==> src/rtl/seq_detect_pkg.sv <==
// Shared types and helpers for the serial pattern detection controller.
// Default widths, FSM state encoding and the pattern-length clamp.
package seq_detect_pkg;

    localparam int DEF_PAT_W = 6;
    localparam int DEF_LEN_W = 3;
    localparam int DEF_CNT_W = 8;
    localparam int DEF_TMO_W = 16;

    typedef enum logic [1:0] {
        IDLE = 2'd0,
        ARM  = 2'd1,
        RUN  = 2'd2,
        DONE = 2'd3
    } state_t;

    // A length of 0 still compares one bit; lengths beyond the history are capped.
    function automatic int unsigned clamp_len(input int unsigned len, input int unsigned max_len);
        if (len == 0)
            return 1;
        if (len > max_len)
            return max_len;
        return len;
    endfunction

endpackage

==> src/rtl/seq_match_core.sv <==
// Bit history, fill counter and masked comparator for one detection run.
// hit is combinational so the completing bit can flag a match in its own cycle.
module seq_match_core #(
    parameter int PAT_W = 6,
    parameter int LEN_W = 3
) (
    input  logic             clk,
    input  logic             reset,
    input  logic             clear,
    input  logic             shift,
    input  logic             in_bit,
    input  logic [LEN_W-1:0] len,
    input  logic [PAT_W-1:0] pattern,
    output logic             hit
);

    logic [PAT_W-1:0] hist;
    logic [LEN_W-1:0] bits_seen;
    logic [PAT_W-1:0] window;
    logic [PAT_W-1:0] mask;

    // Newest bit sits at bit 0, matching the pattern bit ordering.
    assign window = {hist[PAT_W-2:0], in_bit};

    always_comb begin
        mask = '0;
        for (int i = 0; i < PAT_W; i++)
            mask[i] = (i < int'(len));
    end

    // len is never 0 here, so len-1 cannot wrap.
    assign hit = (bits_seen >= len - LEN_W'(1)) && (((window ^ pattern) & mask) == '0);

    always_ff @(posedge clk or negedge reset) begin
        if (!reset) begin
            hist      <= '0;
            bits_seen <= '0;
        end else if (clear) begin
            hist      <= '0;
            bits_seen <= '0;
        end else if (shift) begin
            hist <= window;
            if (bits_seen < len)
                bits_seen <= bits_seen + LEN_W'(1);
        end
    end

endmodule

==> src/rtl/seq_detect_ctrl.sv <==
// Run controller for serial pattern detection: config latch, FSM, match and timeout counters.
// in_valid qualifies in_bit each cycle; there is no backpressure, every valid bit is consumed.
module seq_detect_ctrl
    import seq_detect_pkg::*;
#(
    parameter int PAT_W = DEF_PAT_W,
    parameter int LEN_W = DEF_LEN_W,
    parameter int CNT_W = DEF_CNT_W,
    parameter int TMO_W = DEF_TMO_W
) (
    input  logic             clk,
    input  logic             reset,
    input  logic             start,
    input  logic             abort,
    input  logic [PAT_W-1:0] cfg_pattern,
    input  logic [LEN_W-1:0] cfg_len,
    input  logic             cfg_overlap,
    input  logic [CNT_W-1:0] cfg_target,
    input  logic [TMO_W-1:0] cfg_timeout,
    input  logic             in_bit,
    input  logic             in_valid,
    output logic             match,
    output logic [CNT_W-1:0] match_cnt,
    output logic             busy,
    output logic             done,
    output logic             timeout_flag,
    output state_t           fsm_state
);

    state_t           state;
    logic [PAT_W-1:0] lat_pattern;
    logic [LEN_W-1:0] lat_len;
    logic             lat_overlap;
    logic [CNT_W-1:0] lat_target;
    logic [TMO_W-1:0] lat_timeout;
    logic [TMO_W-1:0] timer;

    logic             launch;
    logic             active_in;
    logic             hit;
    logic [CNT_W-1:0] cnt_inc;
    logic             target_hit;
    logic             tmo_hit;

    assign fsm_state = state;

    // abort beats start, including in IDLE.
    assign launch     = (state == IDLE) && start && !abort;
    assign active_in  = (state == RUN) && in_valid && !abort;
    assign match      = active_in && hit;
    assign cnt_inc    = (&match_cnt) ? match_cnt : match_cnt + CNT_W'(1);
    assign target_hit = match && (lat_target != '0) && (cnt_inc == lat_target);
    assign tmo_hit    = (lat_timeout != '0) && (timer == lat_timeout - TMO_W'(1));

    seq_match_core #(
        .PAT_W (PAT_W),
        .LEN_W (LEN_W)
    ) u_core (
        .clk     (clk),
        .reset   (reset),
        .clear   (launch || (match && !lat_overlap)),
        .shift   (active_in),
        .in_bit  (in_bit),
        .len     (lat_len),
        .pattern (lat_pattern),
        .hit     (hit)
    );

    always_ff @(posedge clk or negedge reset) begin
        if (!reset) begin
            state        <= IDLE;
            lat_pattern  <= '0;
            lat_len      <= LEN_W'(1);
            lat_overlap  <= 1'b0;
            lat_target   <= '0;
            lat_timeout  <= '0;
            timer        <= '0;
            match_cnt    <= '0;
            busy         <= 1'b0;
            done         <= 1'b0;
            timeout_flag <= 1'b0;
        end else begin
            done <= 1'b0;
            case (state)
                IDLE: begin
                    if (launch) begin
                        lat_pattern  <= cfg_pattern;
                        lat_len      <= LEN_W'(clamp_len(int'(cfg_len), PAT_W));
                        lat_overlap  <= cfg_overlap;
                        lat_target   <= cfg_target;
                        lat_timeout  <= cfg_timeout;
                        timer        <= '0;
                        match_cnt    <= '0;
                        timeout_flag <= 1'b0;
                        busy         <= 1'b1;
                        state        <= ARM;
                    end
                end
                ARM: begin
                    if (abort) begin
                        busy  <= 1'b0;
                        state <= IDLE;
                    end else begin
                        state <= RUN;
                    end
                end
                RUN: begin
                    if (abort) begin
                        busy  <= 1'b0;
                        state <= IDLE;
                    end else begin
                        if (match)
                            match_cnt <= cnt_inc;
                        if (timer != '1)
                            timer <= timer + TMO_W'(1);
                        // A target met on the last allowed cycle is a clean finish, not a timeout.
                        if (target_hit) begin
                            busy  <= 1'b0;
                            done  <= 1'b1;
                            state <= DONE;
                        end else if (tmo_hit) begin
                            busy         <= 1'b0;
                            done         <= 1'b1;
                            timeout_flag <= 1'b1;
                            state        <= DONE;
                        end
                    end
                end
                DONE: begin
                    state <= IDLE;
                end
                default: begin
                    busy  <= 1'b0;
                    state <= IDLE;
                end
            endcase
        end
    end

endmodule
==> config.mk <==
export PLATFORM = sky130hd
export DESIGN_NAME = seq_detect_ctrl
export DESIGN_NICKNAME = d
export VERILOG_FILES = /design/src/rtl/seq_detect_pkg.sv /design/src/rtl/seq_match_core.sv /design/src/rtl/seq_detect_ctrl.sv
export SDC_FILE = /design/constraint.sdc
export NUM_CORES = 1
export LEC_CHECK = 0
export CORE_UTILIZATION = 52
export CTS_BUF_LIST = sky130_fd_sc_hd__clkbuf_4 sky130_fd_sc_hd__clkbuf_8 sky130_fd_sc_hd__clkbuf_16
export DETAILED_ROUTE_END_ITERATION = 10
export PLACE_DENSITY_LB_ADDON = 0.2
export SYNTH_ARGS = -nofsm -noshare
export SYNTH_HDL_FRONTEND = slang
export SYNTH_HIERARCHICAL = 1
export SYNTH_SLANG_ARGS = --single-unit
==> constraint.sdc <==
create_clock -name clk -period 5.9 [get_ports clk]
set_input_delay 1.18 -clock clk [delete_from_list [all_inputs] [get_ports clk]]
set_output_delay 1.18 -clock clk [all_outputs]
set_load 0.005 [all_outputs]
### Word-level counts from Yosys, hierarchy flattened

Cells that the tools add are included.

| storage, ports and cells | value |
|---|---|
| bits in registers | 71 |
| output and inout bits | 14 |

| operators by class | value |
|---|---|
| add/subtract/negate cells | 5 |
| magnitude comparators | 9 |
| equal/unequal tests | 14 |
| multiplexer cells | 46 |
| bitwise gates (word level) | 2 |
| reduce and logical (&&, ||, !) cells | 30 |

Operator list:

| cell | count |
|---|---|
| $mux W16 | 3 |
| $mux W8 | 4 |
| $pmux W16 S2 | 1 |
| $mux W1 | 21 |
| $mux W3 | 6 |
| $add A16 B1 Y16 const B | 1 |
| $eq A16 B16 Y1 | 1 |
| $ne A16 B16 Y1 const B | 1 |
| $pmux W8 S2 | 1 |
| $reduce_bool A16 Y1 | 1 |
| $sub A16 B1 Y16 const B | 1 |
| $ne A2 B2 Y1 const B | 6 |
| $reduce_and A4 Y1 | 3 |
| $logic_and A1 B1 Y1 | 10 |
| $mux W2 | 5 |
| $mux W5 | 2 |
| $add A8 B1 Y8 const B | 1 |
| $eq A8 B8 Y1 | 1 |
| $pmux W2 S4 | 1 |
| $reduce_and A8 Y1 | 1 |
| $reduce_bool A8 Y1 | 1 |
| $and A6 B6 Y6 | 1 |
| $logic_not A6 Y1 | 1 |
| $lt A1 B3 Y1 const A | 2 |
| other kinds (22) | 30 |

### Depth between registers and ports, before layout

| depth | value |
|---|---|
| depth after elaboration | 10 |
| gate-level depth with buffers | 14 |
| depth with buffers taken out | 14 |

### Hierarchy

The synthesis kept the hierarchy.

By module, submodules not included:

| module | times used | cells an instance | area an instance (um^2) | seq. area each (um^2) |
|---|---|---|---|---|
| seq_detect_ctrl | 1 | 387 | 3768.6 | 1577.8 |
| seq_match_core | 1 | 64 | 620.6 | 200.2 |

### Worst setup path before layout

OpenSTA, ideal clock, no wires.

| timing | value |
|---|---|
| path kind | input-to-reg |
| start | input in_bit |
| end | register busy |
| data arrival time | 3.189 ns |
| slack | 2.586 ns |
| stages | 10 |
| path through | xor2_1 o41ai_1 o2111a_1 nand3_1 or3_1 a2111oi_0 o2111ai_1 o22ai_2 o211ai_2 mux2i_1 |

| on the way | value |
|---|---|
| word-level cells in the longest chain between the ends | 10 |
| elaborated cells between the ends (all ways) | 12 |
| classes of those cells | 1 x eq/ne; 3 x mux; 2 x bitwise; 6 x reduce/logical |

Ends and longest elaborated chain:

| what | RTL line | RTL |
|---|---|---|
| start, declared | seq_detect_ctrl.sv:20 | `input logic in_bit,` |
| $xor A6 B6 Y6 (*) | seq_match_core.sv:32 | `assign hit = (bits_seen >= len - LEN_W'(1)) && (((window ^ pattern) & mask) == '0);` |
| $and A6 B6 Y6 (*) | seq_match_core.sv:32 |  |
| $logic_not A6 Y1 (*) | seq_match_core.sv:32 |  |
| $logic_and A1 B1 Y1 (*) | seq_match_core.sv:32 |  |
| named net hit | seq_detect_ctrl.sv:40 | `logic hit;` |
| $logic_and A1 B1 Y1 (*) | seq_detect_ctrl.sv:50 | `assign match = active_in && hit;` |
| $logic_and A1 B1 Y1 (*) (2 in series) | seq_detect_ctrl.sv:52 | `assign target_hit = match && (lat_target != '0) && (cnt_inc == lat_target);` |
| $mux W1 | seq_detect_ctrl.sv:117 | `if (target_hit) begin` |
| $mux W1 | seq_detect_ctrl.sv:108 | `if (abort) begin` |
| $pmux W1 S3 | seq_detect_ctrl.sv:84 | `case (state)` |
| end signal, assigned | seq_detect_ctrl.sv:109 | `busy <= 1'b0;` |
| end signal, assigned | seq_detect_ctrl.sv:118 | `busy <= 1'b0;` |
| end signal, assigned | seq_detect_ctrl.sv:122 | `busy <= 1'b0;` |
| end, declared | seq_detect_ctrl.sv:24 | `output logic busy,` |

Mark *: on every way through the listed nets, which the timed path passes. The rest lies on a longest branch.
A chain may end at the register's enable or synchronous reset.

### Worst setup path in the final report

| timing | value |
|---|---|
| start | input in_bit |
| end | output match |

| on the way | value |
|---|---|
| word-level cells in the longest chain between the ends | 5 |

Ends and longest elaborated chain:

| what | RTL line | RTL |
|---|---|---|
| $xor A6 B6 Y6 | seq_match_core.sv:32 |  |
| $and A6 B6 Y6 | seq_match_core.sv:32 |  |
| $logic_not A6 Y1 | seq_match_core.sv:32 |  |
| $logic_and A1 B1 Y1 | seq_match_core.sv:32 |  |
| named net hit | seq_detect_ctrl.sv:40 |  |
| $logic_and A1 B1 Y1 | seq_detect_ctrl.sv:50 |  |
| end, declared | seq_detect_ctrl.sv:22 | `output logic match,` |

The timed path passes the listed nets, and every way through them passes these cells.

==> results by group <==
Synthesis
  – Main synth FF type: dfrtp_1
  – Post-synth EDFFs: 0
  – Multiplexer share of the synthesized area: between 10% and 20%
  – Synth Area in XOR/XNOR: 7.78%
  – Post-synthesis compound-gate area fraction: 11.9%
  – Synth Instances: about 450
  – Post-Synth Simple-Gate Area: between 20% and 30%
  – Main combinational cell family by area after synthesis: simple AND/OR/NAND/NOR gates
  – Post-synthesis cell type count: 65
  – Area of the mapped netlist: 4390 um2
  – Synth async-reset ratio: 100%
  – Flops & latches, synth: about 70
  – Synth warn: 6
  – Avg Cell Area, Syn: 9.73 um2
  – Adder-cell share of the synthesized area: 4.79%
  – Syn_nets: 507
  – Sequential cell area fraction in the yosys report: 40.5%

Timing
  – Unrepaired setup endpoints after global routing: false
  – Pins Over Slew Limit: 0
  – Hold Fails Final Rpt: 0
  – Clock period minus worst slack: between 4000 and 5000 ps
  – Setup TNS: 0 ps
  – Timing-limited maximum frequency: 228 MHz
  – Worst Max-Slew Pin Slew: 972 ps
  – WHS: 515 ps
  – Tcrit/Tclk final: 74.4%
  – Clk_skew: between 9 and 10 ps
  – Setup-failing EPs final: 0
  – Slew Limit Headroom: 35.1%

Finish
  – # nets final: 558
  – Synth-to-layout area growth: 19.9%
  – Post-Route Utilization: 64.4%
  – Sequential Area: 1780 um2
  – N_diodes: 0
  – Most frequent cells in the layout: dfrtp_1 (70), clkdlybuf4s50_1 (52), nor2_1 (43), mux2_2 (37), inv_1 (22)
  – Layout Cells excl Fill: 612
  – Layout cells sized above 1: between 10% and 20%
  – Commonest non-fill, non-tap cell in the layout: dfrtp_1
  – Multi-input gate area: 2470 um2
  – # fillers: 652
  – Layout Cell Area excl Fill: roughly 5300 um2

Route
  – ANT nets after route: 0
  – Drt drc: 0
  – Total wire length: 9.87 mm
  – Wire length per cell: 16.1 um
  – Vias per inst: 5.88
  – Vias: roughly 3600
  – Pre-antenna DRT Iters: 4
  – Initial DRC count: approximately 180

CTS
  – CTS HTree Levels: 3
  – CTS Buf Count: 9
  – Longest Clk Path Bufs: 2
  – TritonCTS clock tree: built
  – Reg clk slew, reported paths: 70 ps
  – # resized after CTS: 0
  – Worst-Skew Late Latency: 350 ps
  – Root buf cell: clkbuf_8
  – Post-CTS Hold Buffers: 0
  – Postcts setup bufs: 0
  – Total clock sinks: 71

Global routing
  – Met3 Track Usage GR: 4.05%
  – GR Util met1: approximately 33%
  – Overall Global Routing Usage: 24.5%
  – Grt peak-use layer: met2
  – Vias in the first global route: 3630
  – Antenna violations before repair: 0
  – First-pass GRT wire length: 16.7 mm
  – Largest net degree at the start of global routing: 72
  – Grt ovf: 0
  – GRT met2 Usage: 39.1%

Critical path
  – Worst EP required: 4720 ps
  – Highest-delay cell along the critical path: clkdlybuf4s50_1
  – Most frequent CP cell: clkdlybuf4s50_1
  – CP max stage delay: about 510 ps
  – Setup CP Type: input pin to primary output
  – Crit Path Max Fanout: 5
  – R2r setup slk: 2530 ps
  – R2r endpoint: fsm_state[1]$_DFFE_PN0P_
  – Startpoint Class: input pin
  – WP data arrival: 3210 ps
  – Cell Chain, Critical Path: clkdlybuf4s50_1 -> xor2_1 -> o41ai_1 -> o2111a_1 -> nand3_1 -> inv_1 -> clkdlybuf4s50_1
  – R2r startpoint: lat_len[0]$_DFFE_PN1P_
  – Kind of end point of the critical path: primary output
  – FF-to-FF path depth: 14

Floorplanning
  – Die area: 8810 um2
  – Chip height: ~94 um
  – Row count: 33
  – Initial Util: 53.7%
  – Core Box Area: 8180 um2
  – IO Pins: 54
  – Die Width: 93.9 um

Min path
  – Worst hold start: lat_overlap$_DFFE_PN0P_
  – Hold Path End: lat_overlap$_DFFE_PN0P_
  – Worst hold stages: 1
  – Worst min path class: register to register

Power
  – Sequential share of power: 40.6%
  – Pwr per Cell Area: 378 nW/um2
  – Switch share: 35.0%
  – P_sw: around 0.0007 W
  – Peak VDD IR: 0.200 mV
  – Internal Power: around 0.0013 W
  – Clock Power Share: 24.6%
  – Gate power share: 34.7%
  – Leak pwr: 2.18 nW

Placed design
  – Buffers on Ports: 53
  – DP Cell Count: 596
  – GPL Wtd Cong: 0.889
  – Placement Cell Area: 5010 um2
  – DP HPWL: 7.16 mm

Status
  – Outcome: finished clean

Run
  – Maxcap violations: 0
## power groups by stage
stage,sequential (W),clock [W],combinational [W]
finish,0.000808,0.000491,0.000692
global route,0.000832,0.000521,0.000772
CTS,0.000806,0.000500,0.000692
detailed placement,0.000816,0,0.000686
global placement,0.000806,0,0.000656
floorplan,0.000759,0,0.000526
## synthesized netlist by cell type (6+ instances only)
library cell | number | area (um2)
o21ai_0 | 20 | 100
nand2_1 | 21 | 78.8
nor3_1 | 15 | 75.1
ha_1 | 16 | 200
mux2_2 | 37 | 417
nand3_1 | 20 | 100
clkbuf_1 | 12 | 45.0
nor2_1 | 43 | 161
inv_1 | 22 | 82.6
or3_1 | 8 | 50.1
a21oi_1 | 13 | 65.1
mux2i_1 | 9 | 90.1
nor2b_1 | 6 | 37.5
nand2b_1 | 7 | 43.8
dfrtp_1 | 70 | 1750
and4_1 | 6 | 52.6
xnor2_1 | 21 | 184
xor2_1 | 18 | 158
## cells by family (layout without fill, tap and decap cells)
| family | Yosys count | after routing |
|---|---|---|
| buffers and inverters | 37 | 93 |
| flip-flops | 71 | 71 |
| XOR/XNOR | 39 | 39 |
| AND/OR/NAND/NOR | 164 | 164 |
| multiplexers | 46 | 46 |
| AO/OA/AOI/OAI | 77 | 77 |
| adder cells (fa/ha/maj) | 17 | 17 |
## layout make-up
cell class	count	area share (%)
clock buffers	11	2.88
clock inverters	5	1.97
inverters	22	1.57
multi-input cells	343	47.0
flip-flops and latches	71	33.8
well taps	105	2.50
repair buffers	55	10.3
## through the flow
step	total power (W)	setup slack (ps)
floorplan	0.00128	2590
global placement	0.00146	1530
detailed placement	0.00150	1490
CTS	0.00200	1480
global route	0.00213	1380
finish	0.00199	1510
## registers in the layout (all words and copies together) (netlist names)
signal,flops
busy,1
done,1
fsm_state,2
lat_len,3
lat_overlap,1
lat_pattern,6
lat_target,8
lat_timeout,16
match_cnt,8
timeout_flag,1
timer,16
u_core/bits_seen,3
u_core/hist,5
## worst max path at each step
stage	startpoint	to	slack [ps]	depth (start not counted)
floorplan	in_bit	busy$_DFFE_PN0P_	2590	10
global placement	in_bit	match	1530	7
detailed placement	in_bit	match	1490	7
CTS	in_bit	match	1480	7
global route	in_bit	match	1380	7
finish	in_bit	match	1510	7
## layer usage
| metal | part of all wire [%] | wire length [um] | vias up |
|---|---|---|---|
| met2 | 47 | 4680 | 111 |
| li1 | - | - | 1727 |
| met1 | 46 | 4510 | 1741 |
| met3 | 4.7 | 466 | 22 |
| met5 | 0 | 0 | - |
| met4 | 2.1 | 210 | 0 |
## worst max-delay path, delay by kind of cell
kind	cells	cell delay, ps
AO/OA/AOI/OAI	2	600
XOR/XNOR	1	190
buffers and inverters	3	1080
AND/OR/NAND/NOR	1	170
Power figures use the tool's default switching activity.
